File: src/rtl/cpu_pkg.sv
// Shared definitions for the control-flow slice.
//   PC_W      : program counter / jump target width
//   LUT_IDX_W : branch-target LUT index width
//   RAS_DEPTH : return-address stack depth (entries)
//   jump_kind_t : request class after priority resolution (ret > call > branch)
package cpu_pkg;

  localparam int PC_W      = 12;
  localparam int LUT_IDX_W = 5;
  localparam int RAS_DEPTH = 4;

  typedef enum logic [1:0] {
    JK_NONE,
    JK_BRANCH,
    JK_CALL,
    JK_RET
  } jump_kind_t;

endpackage

File: src/rtl/branch_ctrl_ret_stack.sv
// ret_stack: hardware return-address LIFO.
//   clk, reset : clock, synchronous active-high reset (pointer only)
//   push, din  : push din when not full (ignored when full)
//   pop        : drop the top entry when not empty (ignored when empty)
//   top        : current top-of-stack, '0 when empty
//   empty/full : pointer == 0 / pointer == S
module ret_stack #(
  parameter int D = 12,
  parameter int S = 4
) (
  input  logic         clk,
  input  logic         reset,
  input  logic         push,
  input  logic         pop,
  input  logic [D-1:0] din,
  output logic [D-1:0] top,
  output logic         empty,
  output logic         full
);

  localparam int PW = $clog2(S + 1);

  logic [PW-1:0] ptr;
  logic [D-1:0]  mem [S];

  assign empty = (ptr == '0);
  assign full  = (ptr == PW'(S));

  always_ff @(posedge clk) begin
    if (reset) begin
      ptr <= '0;
    end else if (push && !full) begin
      ptr <= ptr + PW'(1);
    end else if (pop && !empty) begin
      ptr <= ptr - PW'(1);
    end
  end

  // Entry storage needs no reset: a zero pointer hides stale contents.
  // Decoded per-entry compare keeps pointer and entry index widths independent.
  always_ff @(posedge clk) begin
    if (!reset && push && !full) begin
      for (int unsigned i = 0; i < S; i++) begin
        if (ptr == PW'(i)) mem[i] <= din;
      end
    end
  end

  always_comb begin
    top = '0;
    for (int unsigned i = 0; i < S; i++) begin
      if (ptr == PW'(i + 1)) top = mem[i];
    end
  end

endmodule

File: src/rtl/branch_ctrl.sv
// branch_ctrl: control-flow stage feeding the program counter.
//   clk, reset           : clock, synchronous active-high reset
//   prog_ctr             : current PC
//   branch_req/cond_flag : conditional branch, taken when cond_flag=1
//   call_req / ret_req   : call (always taken, pushes PC+1) / return (pops)
//   lut_idx              : branch/call target LUT read index (async read)
//   lut_we/waddr/wdata   : LUT write port (on the edge)
//   absjump_en, target   : PC load request and absolute target (combinational)
//   ras_ovf / ras_unf    : sticky push-when-full / pop-when-empty flags
//   jump_cnt             : saturating count of taken jumps
module branch_ctrl
  import cpu_pkg::*;
#(
  parameter int D  = PC_W,
  parameter int L  = LUT_IDX_W,
  parameter int S  = RAS_DEPTH,
  parameter int CW = 16
) (
  input  logic          clk,
  input  logic          reset,
  input  logic [D-1:0]  prog_ctr,
  input  logic          branch_req,
  input  logic          cond_flag,
  input  logic          call_req,
  input  logic          ret_req,
  input  logic [L-1:0]  lut_idx,
  input  logic          lut_we,
  input  logic [L-1:0]  lut_waddr,
  input  logic [D-1:0]  lut_wdata,
  output logic          absjump_en,
  output logic [D-1:0]  target,
  output logic          ras_ovf,
  output logic          ras_unf,
  output logic [CW-1:0] jump_cnt
);

  logic [D-1:0] lut [2**L];
  logic [D-1:0] lut_rd;
  logic [D-1:0] ras_top;
  logic         ras_empty;
  logic         ras_full;
  logic         push;
  logic         pop;
  logic         ovf_set;
  logic         unf_set;
  jump_kind_t   kind;

  // Asynchronous read; a write on this edge is seen from the next cycle.
  assign lut_rd = lut[lut_idx];

  always_ff @(posedge clk) begin
    if (reset) begin
      lut <= '{default: '0};
    end else if (lut_we) begin
      lut[lut_waddr] <= lut_wdata;
    end
  end

  // Priority encoder; reset masks every request so outputs stay at zero.
  always_comb begin
    kind = JK_NONE;
    if (!reset) begin
      if (ret_req)         kind = JK_RET;
      else if (call_req)   kind = JK_CALL;
      else if (branch_req) kind = JK_BRANCH;
    end
  end

  always_comb begin
    absjump_en = 1'b0;
    target     = '0;
    push       = 1'b0;
    pop        = 1'b0;
    ovf_set    = 1'b0;
    unf_set    = 1'b0;
    case (kind)
      JK_RET: begin
        if (ras_empty) begin
          unf_set = 1'b1;
        end else begin
          absjump_en = 1'b1;
          target     = ras_top;
          pop        = 1'b1;
        end
      end
      JK_CALL: begin
        absjump_en = 1'b1;
        target     = lut_rd;
        if (ras_full) ovf_set = 1'b1;
        else          push    = 1'b1;
      end
      JK_BRANCH: begin
        absjump_en = cond_flag;
        target     = lut_rd;
      end
      default: ;
    endcase
  end

  ret_stack #(
    .D (D),
    .S (S)
  ) u_ras (
    .clk   (clk),
    .reset (reset),
    .push  (push),
    .pop   (pop),
    .din   (prog_ctr + D'(1)),
    .top   (ras_top),
    .empty (ras_empty),
    .full  (ras_full)
  );

  always_ff @(posedge clk) begin
    if (reset) begin
      ras_ovf  <= 1'b0;
      ras_unf  <= 1'b0;
      jump_cnt <= '0;
    end else begin
      if (ovf_set) ras_ovf <= 1'b1;
      if (unf_set) ras_unf <= 1'b1;
      if (absjump_en && (jump_cnt != '1)) jump_cnt <= jump_cnt + CW'(1);
    end
  end

endmodule
File: config.mk
export PLATFORM = sky130hd
export DESIGN_NAME = branch_ctrl
export DESIGN_NICKNAME = d
export VERILOG_FILES = /design/src/rtl/cpu_pkg.sv /design/src/rtl/branch_ctrl_ret_stack.sv /design/src/rtl/branch_ctrl.sv
export SDC_FILE = /design/constraint.sdc
export NUM_CORES = 1
export LEC_CHECK = 0
export CORE_UTILIZATION = 30
export CTS_CLUSTER_DIAMETER = 120
export DETAILED_ROUTE_END_ITERATION = 8
export GPL_ROUTABILITY_DRIVEN = 0
export GPL_TIMING_DRIVEN = 0
export PLACE_DENSITY_LB_ADDON = 0.08
export SLEW_MARGIN = 20
export SYNTH_ARGS = -nofsm -noshare
export SYNTH_HDL_FRONTEND = slang
export SYNTH_HIERARCHICAL = 1
export SYNTH_SLANG_ARGS = --single-unit
File: constraint.sdc
create_clock -name clk -period 4.41 [get_ports clk]
set_input_delay 0.882 -clock clk [delete_from_list [all_inputs] [get_ports clk]]
set_output_delay 0.882 -clock clk [all_outputs]
set_load 0.02 [all_outputs]
# After elaboration in Yosys (flattened, before gate mapping)
# Memory sizes are Yosys's and may differ from the RTL's.
# Index checks and enable logic that the tools add are counted.
# word_totals
n_memories	1
output_inout_bits	31
ramBits	48
wordCells	116
in_bits	41
reg_bits	405
# mem_list
memory	depth	word_bits	read_ports	rd_ports_with_merged_regs	write_ports	line	text
u_ras.mem	4	12	4	0	1	branch_ctrl_ret_stack.sv:24	logic [D-1:0] mem [S];
# op_classes
mux	47
magnitude_cmp	3
add_sub_neg	4
eq_ne	8
n_reduce_logical	15
n_bitwise	2
# ops
op	count
$bwmux W384	1
$mux W12	11
$bmux W12 S5	1
$demux W12 S5	1
$reduce_or A12 Y1	3
$pmux W12 S2	1
$mux W1	23
$add A16 B1 Y16 const B	1
$ne A16 B16 Y1 const B	1
$add A12 B1 Y12 const B	1
$ge A6 B6 Y1 const B	2
$mux W2	6
$not A5 Y6	2
$eq A3 B2 Y1 const B	2
$logic_and A1 B1 Y1	6
$lt A6 B1 Y1 const B	1
$mux W3	2
$eq A2 B2 Y1 const B	2
$add A3 B1 Y3 const B	1
$eq A3 B1 Y1 const B	1
$eq A3 B3 Y1 const B	1
$logic_not A1 Y1	3
$logic_not A3 Y1	1
$pmux W1 S3	1
4 further kinds	4

# Logic depth before layout (Yosys ltp)
# logic_depth
depth_word	14
depth_mapped	13
mapped_depth_nobuf	10

# Cells and area by module
# The synthesis kept the hierarchy.
# modules_own_cells
module	n_inst	cells_per_inst	seq_area_each_um2	area_each_um2
branch_ctrl	1	2068	8047.7	18201.2
ret_stack	1	175	1501.4	2237.1

# Worst setup path after synthesis
# No wires, ideal clock.
# synth_path
path_type	input port to flip-flop
startpoint	in reset
endpoint	mem u_ras.mem[3][0], enable pin
slack_ns	0.730
cell_stages	7
path_buffers	1
arrival_ns	3.268
cell_sequence	buf_6 -> or2_2 -> inv_1 -> ha_1 -> nor2b_1 -> inv_2 -> nor4_1
# synth_between
elab_chain_cells	11
word_cells_on_any_way	23
classes_between	1 x eq/ne; 16 x mux; 6 x reduce/logical
# synth_lines
item	line	text
from (decl)	branch_ctrl.sv:20	input logic reset,
$mux W2 (*)	branch_ctrl.sv:62	if (!reset) begin
$eq A2 B2 Y1 (*)	branch_ctrl.sv:76	case (kind)
$mux W1 (*)	branch_ctrl.sv:76	
via push	branch_ctrl.sv:42	logic push;
$logic_and A1 B1 Y1 (*) (2 in a row)	branch_ctrl_ret_stack.sv:42	if (!reset && push && !full) begin
$mux W1	branch_ctrl_ret_stack.sv:42	
$mux W1 (implied by the code)	branch_ctrl_ret_stack.sv:44	if (ptr == PW'(i)) mem[i] <= din;
$reduce_or A12 Y1 (no line)	n/a	
$mux W2 (no line) or $mux W1 (tied branches) (3 in a row)	n/a	
to (decl)	branch_ctrl_ret_stack.sv:24	
# Mark *: on every way through the listed nets, which the timed path passes. The rest lies on a longest branch.

# Worst setup path after layout
# layout_path
startpoint	in lut_idx[2]
endpoint	out target[4]
# layout_between
elab_chain_cells	5
# layout_lines
item	line	text
from (decl)	branch_ctrl.sv:26	input logic [L-1:0] lut_idx,
$not A5 Y6 (implied by the code)	branch_ctrl.sv:49	assign lut_rd = lut[lut_idx];
$bmux W12 S5	branch_ctrl.sv:49	
$mux W12 (implied by the code) (2 in a row)	branch_ctrl.sv:49	
$pmux W12 S2	branch_ctrl.sv:76	
to (decl)	branch_ctrl.sv:31	output logic [D-1:0] target,
# No other way between the ends. The select of a mux whose other input is x is not followed.

==> flow_summary.html <==
<table>
<tr><th>Metric</th><th>Value</th></tr>
<tr><th colspan="2">STA</th></tr>
<tr><td>Post-route fraction of the period consumed by the critical path</td><td>0.9897</td></tr>
<tr><td>Setup clock skew after layout</td><td>0.02037 ns</td></tr>
<tr><td>Post-route setup TNS</td><td>0 ns</td></tr>
<tr><td>Final-report max-slew violation count</td><td>0</td></tr>
<tr><td>Max Fclk</td><td>229.1 MHz</td></tr>
<tr><td>Remaining max-slew budget at the tightest pin</td><td>0.2204</td></tr>
<tr><td>WHS</td><td>0.4539 ns</td></tr>
<tr><td>Unrepaired setup endpoints after global routing</td><td>no</td></tr>
<tr><td>Slack of the critical path</td><td>0.04528 ns</td></tr>
<tr><td>Transition at the pin with the smallest max-transition slack</td><td>1.169 ns</td></tr>
<tr><td>Endpoints failing setup</td><td>0</td></tr>
<tr><td>Number of failing hold endpoints at the final stage</td><td>0</td></tr>
<tr><td>Min Tclk post-route</td><td>4.365 ns</td></tr>
<tr><th colspan="2">Finish</th></tr>
<tr><td>Final cell count without fillers</td><td>3,283</td></tr>
<tr><td>Final std cell area, no fill</td><td>24,210 um^2</td></tr>
<tr><td>Total area of multi-input combinational cells</td><td>10,240 um^2</td></tr>
<tr><td>Fillcell total</td><td>6,982</td></tr>
<tr><td>Area Growth Syn to Fin</td><td>18.46%</td></tr>
<tr><td>Final core area utilization</td><td>0.3599</td></tr>
<tr><td>Number of nets in the layout</td><td>2,418</td></tr>
<tr><td>FF/Latch Area</td><td>9552 um^2</td></tr>
<tr><td>Share of final-layout standard cells stronger than drive strength 1</td><td>0.1179</td></tr>
<tr><th colspan="2">Synth</th></tr>
<tr><td>Distinct cell type count after synthesis</td><td>56</td></tr>
<tr><td>Total standard cell area after synthesis</td><td>20,440 um^2</td></tr>
<tr><td>Predominant post-synthesis flop cell</td><td>sky130_fd_sc_hd__dfxtp_1</td></tr>
<tr><td>Post-synthesis sequential element count</td><td>453</td></tr>
<tr><td>Synthesized netlist net count</td><td>2,295</td></tr>
<tr><td>Count of synthesis-stage warnings from yosys</td><td>6</td></tr>
<tr><td>Synth async-reset ratio</td><td>0</td></tr>
<tr><td>Sequential fraction of the synthesis area</td><td>0.4672</td></tr>
<tr><td>Number of standard cells after synthesis</td><td>2,243</td></tr>
<tr><td>Count of flip-flops with a built-in enable after synthesis</td><td>48</td></tr>
<tr><td>Mean Syn Cell Area</td><td>9.112 um^2</td></tr>
<tr><th colspan="2">Pwr</th></tr>
<tr><td>Leak</td><td>8.143 nW</td></tr>
<tr><td>Total power</td><td>9.439 mW</td></tr>
<tr><td>Areal power density over the cells</td><td>389.9 nW/um^2</td></tr>
<tr><td>Max rail drop VDD</td><td>0.2765 mV</td></tr>
<tr><th colspan="2">Setup path</th></tr>
<tr><td>Longest individual stage delay on the worst path</td><td>0.55 ns</td></tr>
<tr><td>Most frequent cell on the critical path</td><td>sky130_fd_sc_hd__clkbuf_1</td></tr>
<tr><td>Cell family with most CP delay</td><td>buffers and inverters</td></tr>
<tr><td>Setup slack, reg-to-reg</td><td>1.32 ns</td></tr>
<tr><td>Number of buffer and inverter instances along the worst setup path</td><td>4</td></tr>
<tr><td>Worst-path maximum fanout</td><td>10</td></tr>
<tr><td>Depth of the worst register-to-register path</td><td>10</td></tr>
<tr><td>Data arrival, critical path</td><td>3.48 ns</td></tr>
<tr><td>Worst flop-to-flop path endpoint</td><td>u_ras/mem[0][8]</td></tr>
<tr><td>Worst Setup End Kind</td><td>output port</td></tr>
<tr><td>Logic depth of the worst path, buffers included</td><td>6</td></tr>
<tr><td>Type of origin of the critical path</td><td>input pin</td></tr>
<tr><td>Crit-path cells</td><td>buf_2 -&gt; clkbuf_1 -&gt; clkbuf_1 -&gt; o2111ai_1 -&gt; a211oi_2 -&gt; buf_4</td></tr>
<tr><td>Crit Path Class</td><td>in2out</td></tr>
<tr><td>Worst endpoint required time</td><td>3.53 ns</td></tr>
<tr><td>Worst path slowest cell</td><td>sky130_fd_sc_hd__clkbuf_1</td></tr>
<tr><td>Worst r2r src</td><td>u_ras/ptr[0]</td></tr>
<tr><th colspan="2">Placement</th></tr>
<tr><td>DP Worst Slack</td><td>-1.438 ns</td></tr>
<tr><td>Placed cells</td><td>3,183</td></tr>
<tr><td>Detailed placement HPWL</td><td>58,420 um</td></tr>
<tr><td>Count of input and output buffers</td><td>65</td></tr>
<tr><td>Cell area reported after detailed placement</td><td>22,210 um^2</td></tr>
<tr><th colspan="2">Worst hold path</th></tr>
<tr><td>Worst Hold Path Cells</td><td>2</td></tr>
<tr><td>Hold worst-path end</td><td>lut[15]</td></tr>
<tr><td>Classification of the worst-slack hold path</td><td>reg2reg</td></tr>
<tr><td>Worst min-delay path startpoint</td><td>lut[15]</td></tr>
<tr><th colspan="2">Route</th></tr>
<tr><td>Total via count in the routed design</td><td>17,270</td></tr>
<tr><td>Post-route antenna net violation count</td><td>0</td></tr>
<tr><td>DRT iter0 DRCs</td><td>1,339</td></tr>
<tr><td>Initial DRT Pass Iterations</td><td>6</td></tr>
<tr><td>Detailed-route wire length</td><td>80,850 um</td></tr>
<tr><td>DRC Markers</td><td>0</td></tr>
<tr><td>Routed len/inst</td><td>24.63 um</td></tr>
<tr><td>Average vias per placed instance</td><td>5.260</td></tr>
<tr><th colspan="2">Clock network</th></tr>
<tr><td>TritonCTS Sinks</td><td>453</td></tr>
<tr><td>Buffer cell driving the clock tree root</td><td>sky130_fd_sc_hd__clkbuf_16</td></tr>
<tr><td>Skew-Pair Late Insertion Delay</td><td>0.62 ns</td></tr>
<tr><td>Hold-fix buffer count after cts</td><td>0</td></tr>
<tr><td>Clock tree from TritonCTS</td><td>done</td></tr>
<tr><td>TritonCTS buffer count</td><td>53</td></tr>
<tr><td>Reg clk slew, reported paths</td><td>0.06 ns</td></tr>
<tr><td>Clock buffer depth</td><td>3</td></tr>
<tr><td>Number of levels the H-tree was split into</td><td>2</td></tr>
<tr><th colspan="2">Global routing</th></tr>
<tr><td>Antenna violations before repair</td><td>0</td></tr>
<tr><td>Pin count of the biggest net entering global routing</td><td>16</td></tr>
<tr><td>First-pass GRT wire length</td><td>116,500 um</td></tr>
<tr><td>Gr ovfl total</td><td>0</td></tr>
<tr><td>Via count of the first global-routing pass</td><td>16,810</td></tr>
<tr><td>Global Route Usage Sum</td><td>0.2310</td></tr>
<tr><th colspan="2">Run status</th></tr>
<tr><td>Outcome</td><td>finished, final reports clean</td></tr>
<tr><th colspan="2">Flow run</th></tr>
<tr><td>Max-cap violations</td><td>0</td></tr>
<tr><th colspan="2">Floorplan</th></tr>
<tr><td>Starting density of the core</td><td>0.3038</td></tr>
<tr><td>Die ar.</td><td>69,180 um^2</td></tr>
<tr><td>I/O Pins</td><td>72</td></tr>
<tr><td>Die extent in y</td><td>263.0 um</td></tr>
<tr><td>Width of the die</td><td>263.0 um</td></tr>
<tr><td>Area of the core</td><td>67,280 um^2</td></tr>
<tr><td>Rows</td><td>95</td></tr>
</table>
-- synthesized netlist by cell type, types with 4 or more instances --
master                      instances  area (um^2)
sky130_fd_sc_hd__nand3_1           97        485.5
sky130_fd_sc_hd__nor2b_1            6        37.54
sky130_fd_sc_hd__o22a_1            12        105.1
sky130_fd_sc_hd__xor2_1            13        113.9
sky130_fd_sc_hd__o21ai_0           42        210.2
sky130_fd_sc_hd__a211oi_1          12        90.09
sky130_fd_sc_hd__dfxtp_1          405         8108
sky130_fd_sc_hd__mux4_2            48         1081
sky130_fd_sc_hd__nand3b_1           7        52.55
sky130_fd_sc_hd__a311oi_1           5        43.79
sky130_fd_sc_hd__o22ai_1           12        75.07
sky130_fd_sc_hd__o2111ai_1         14        122.6
sky130_fd_sc_hd__a21oi_1          228         1141
sky130_fd_sc_hd__buf_2             37        185.2
sky130_fd_sc_hd__xnor2_1            8        70.07
sky130_fd_sc_hd__o211ai_1           4        30.03
sky130_fd_sc_hd__a21o_1            12        90.09
sky130_fd_sc_hd__o31ai_1            4        30.03
sky130_fd_sc_hd__inv_1              9        33.78
sky130_fd_sc_hd__or4_1              4        30.03
sky130_fd_sc_hd__nand2_1          417         1565
sky130_fd_sc_hd__a22oi_1           12        90.09
sky130_fd_sc_hd__a221oi_1           7        61.31
sky130_fd_sc_hd__nor4_1            13        81.33
sky130_fd_sc_hd__and3_1             6        37.54
sky130_fd_sc_hd__ha_1              11        137.6
sky130_fd_sc_hd__nor2_1           243        912.1
sky130_fd_sc_hd__buf_6              4        45.04
sky130_fd_sc_hd__o21ai_1           10        50.05
sky130_fd_sc_hd__and2_1             6        37.54
sky130_fd_sc_hd__buf_4              9        67.56
sky130_fd_sc_hd__mux2i_1          283         2833
sky130_fd_sc_hd__mux2_2             7        78.83
sky130_fd_sc_hd__edfxtp_1          48         1441
sky130_fd_sc_hd__clkbuf_1         150        563.0
-- sequential cells by signal (all words and copies together) (netlist names) --
register and count:
ras_ovf 1, jump_cnt 16, lut 384, u_ras/ptr 3
ras_unf 1, u_ras/mem 48
-- tightest hold or removal path, delay by kind of cell, from the launching register on --
| family | cells | cell delay, ns |
|---|---|---|
| flip-flops | 1 | 0.31 |
| AND/OR/NAND/NOR | 1 | 0.05 |
| AO/OA/AOI/OAI | 1 | 0.05 |
-- layout by cell type, fill, tap and decap left out, types with 8 or more instances in the layout --
cell	instances
sky130_fd_sc_hd__a211oi_2	12
sky130_fd_sc_hd__a21o_1	12
sky130_fd_sc_hd__a21oi_1	228
sky130_fd_sc_hd__a22oi_1	12
sky130_fd_sc_hd__buf_2	31
sky130_fd_sc_hd__buf_4	24
sky130_fd_sc_hd__clkbuf_1	147
sky130_fd_sc_hd__clkbuf_16	53
sky130_fd_sc_hd__clkbuf_2	11
sky130_fd_sc_hd__clkbuf_8	13
sky130_fd_sc_hd__clkdlybuf4s50_1	51
sky130_fd_sc_hd__clkinv_2	15
sky130_fd_sc_hd__dfxtp_1	403
sky130_fd_sc_hd__edfxtp_1	48
sky130_fd_sc_hd__ha_1	10
sky130_fd_sc_hd__mux2i_1	283
sky130_fd_sc_hd__mux4_2	48
sky130_fd_sc_hd__nand2_1	410
sky130_fd_sc_hd__nand3_1	97
sky130_fd_sc_hd__nor2_1	241
sky130_fd_sc_hd__nor4_2	10
sky130_fd_sc_hd__o2111ai_1	10
sky130_fd_sc_hd__o21ai_0	38
sky130_fd_sc_hd__o21ai_1	13
sky130_fd_sc_hd__o22a_1	12
sky130_fd_sc_hd__o22ai_2	9
sky130_fd_sc_hd__xnor2_1	8
sky130_fd_sc_hd__xor2_1	13
-- routing by layer --
layer  routed length (um)  share of wire  GRT usage
met4                 3256          0.040    0.09420
met2                36550           0.45     0.3657
met1                36180           0.45     0.3138
met3                 4866          0.060    0.03545
met5                    0              0          0
-- where the power goes --
part	leakage [nW]	internal (mW)	switching, mW	total [mW]
clock	0.852	2.52	1.84	4.36
combinational	3.59	0.253	0.599	0.851
sequential	3.70	4.21	0.0227	4.23
-- worst max path at each step --
| stage | from | to | slack, ns |
|---|---|---|---|
| after floorplan | reset | u_ras/mem[3][0] | 0.73 |
| after global placement | lut_idx[4] | target[5] | -1.45 |
| after detailed placement | lut_idx[4] | target[2] | -1.44 |
| after CTS | u_ras/ptr[2] | target[4] | 0.004 |
| after global routing | u_ras/ptr[0] | target[5] | 0.004 |
| final | lut_idx[2] | target[4] | 0.05 |
-- what timing repair did --
item	CTS	global route
gates cloned	0	0
endpoints found under the setup margin	12	12
pin swaps	23	12
setup buffers	2	0
resized for setup	115	22
-- cell families (layout without fill, tap and decap cells) --
logic type / Yosys count / after routing / synth area share
AND/OR/NAND/NOR: 822 / 822 / 0.1666
flip-flops: 453 / 453 / 0.4672
AO/OA/AOI/OAI: 385 / 385 / 0.1106
multiplexers: 338 / 338 / 0.1953
buffers and inverters: 213 / 379 / 0.04451
XOR/XNOR: 21 / 21 / 0.008999
adder cells (fa/ha/maj): 11 / 11 / 0.006734
other: 0 / 1 / 0
-- cell type report --
type,instances,share of cell area
Clock buffer,74,0.06299
Timing Repair Buffer,69,0.02723
Antenna cell,1,0.0001034
Sequential cell,453,0.3945
Inverter,11,0.001809
Tap cell,873,0.04511
Buffer,201,0.03814
Multi-Input combinational cell,1577,0.4229
Clock inverter,24,0.007235
No activity file was read; power rests on OpenSTA's default activity.
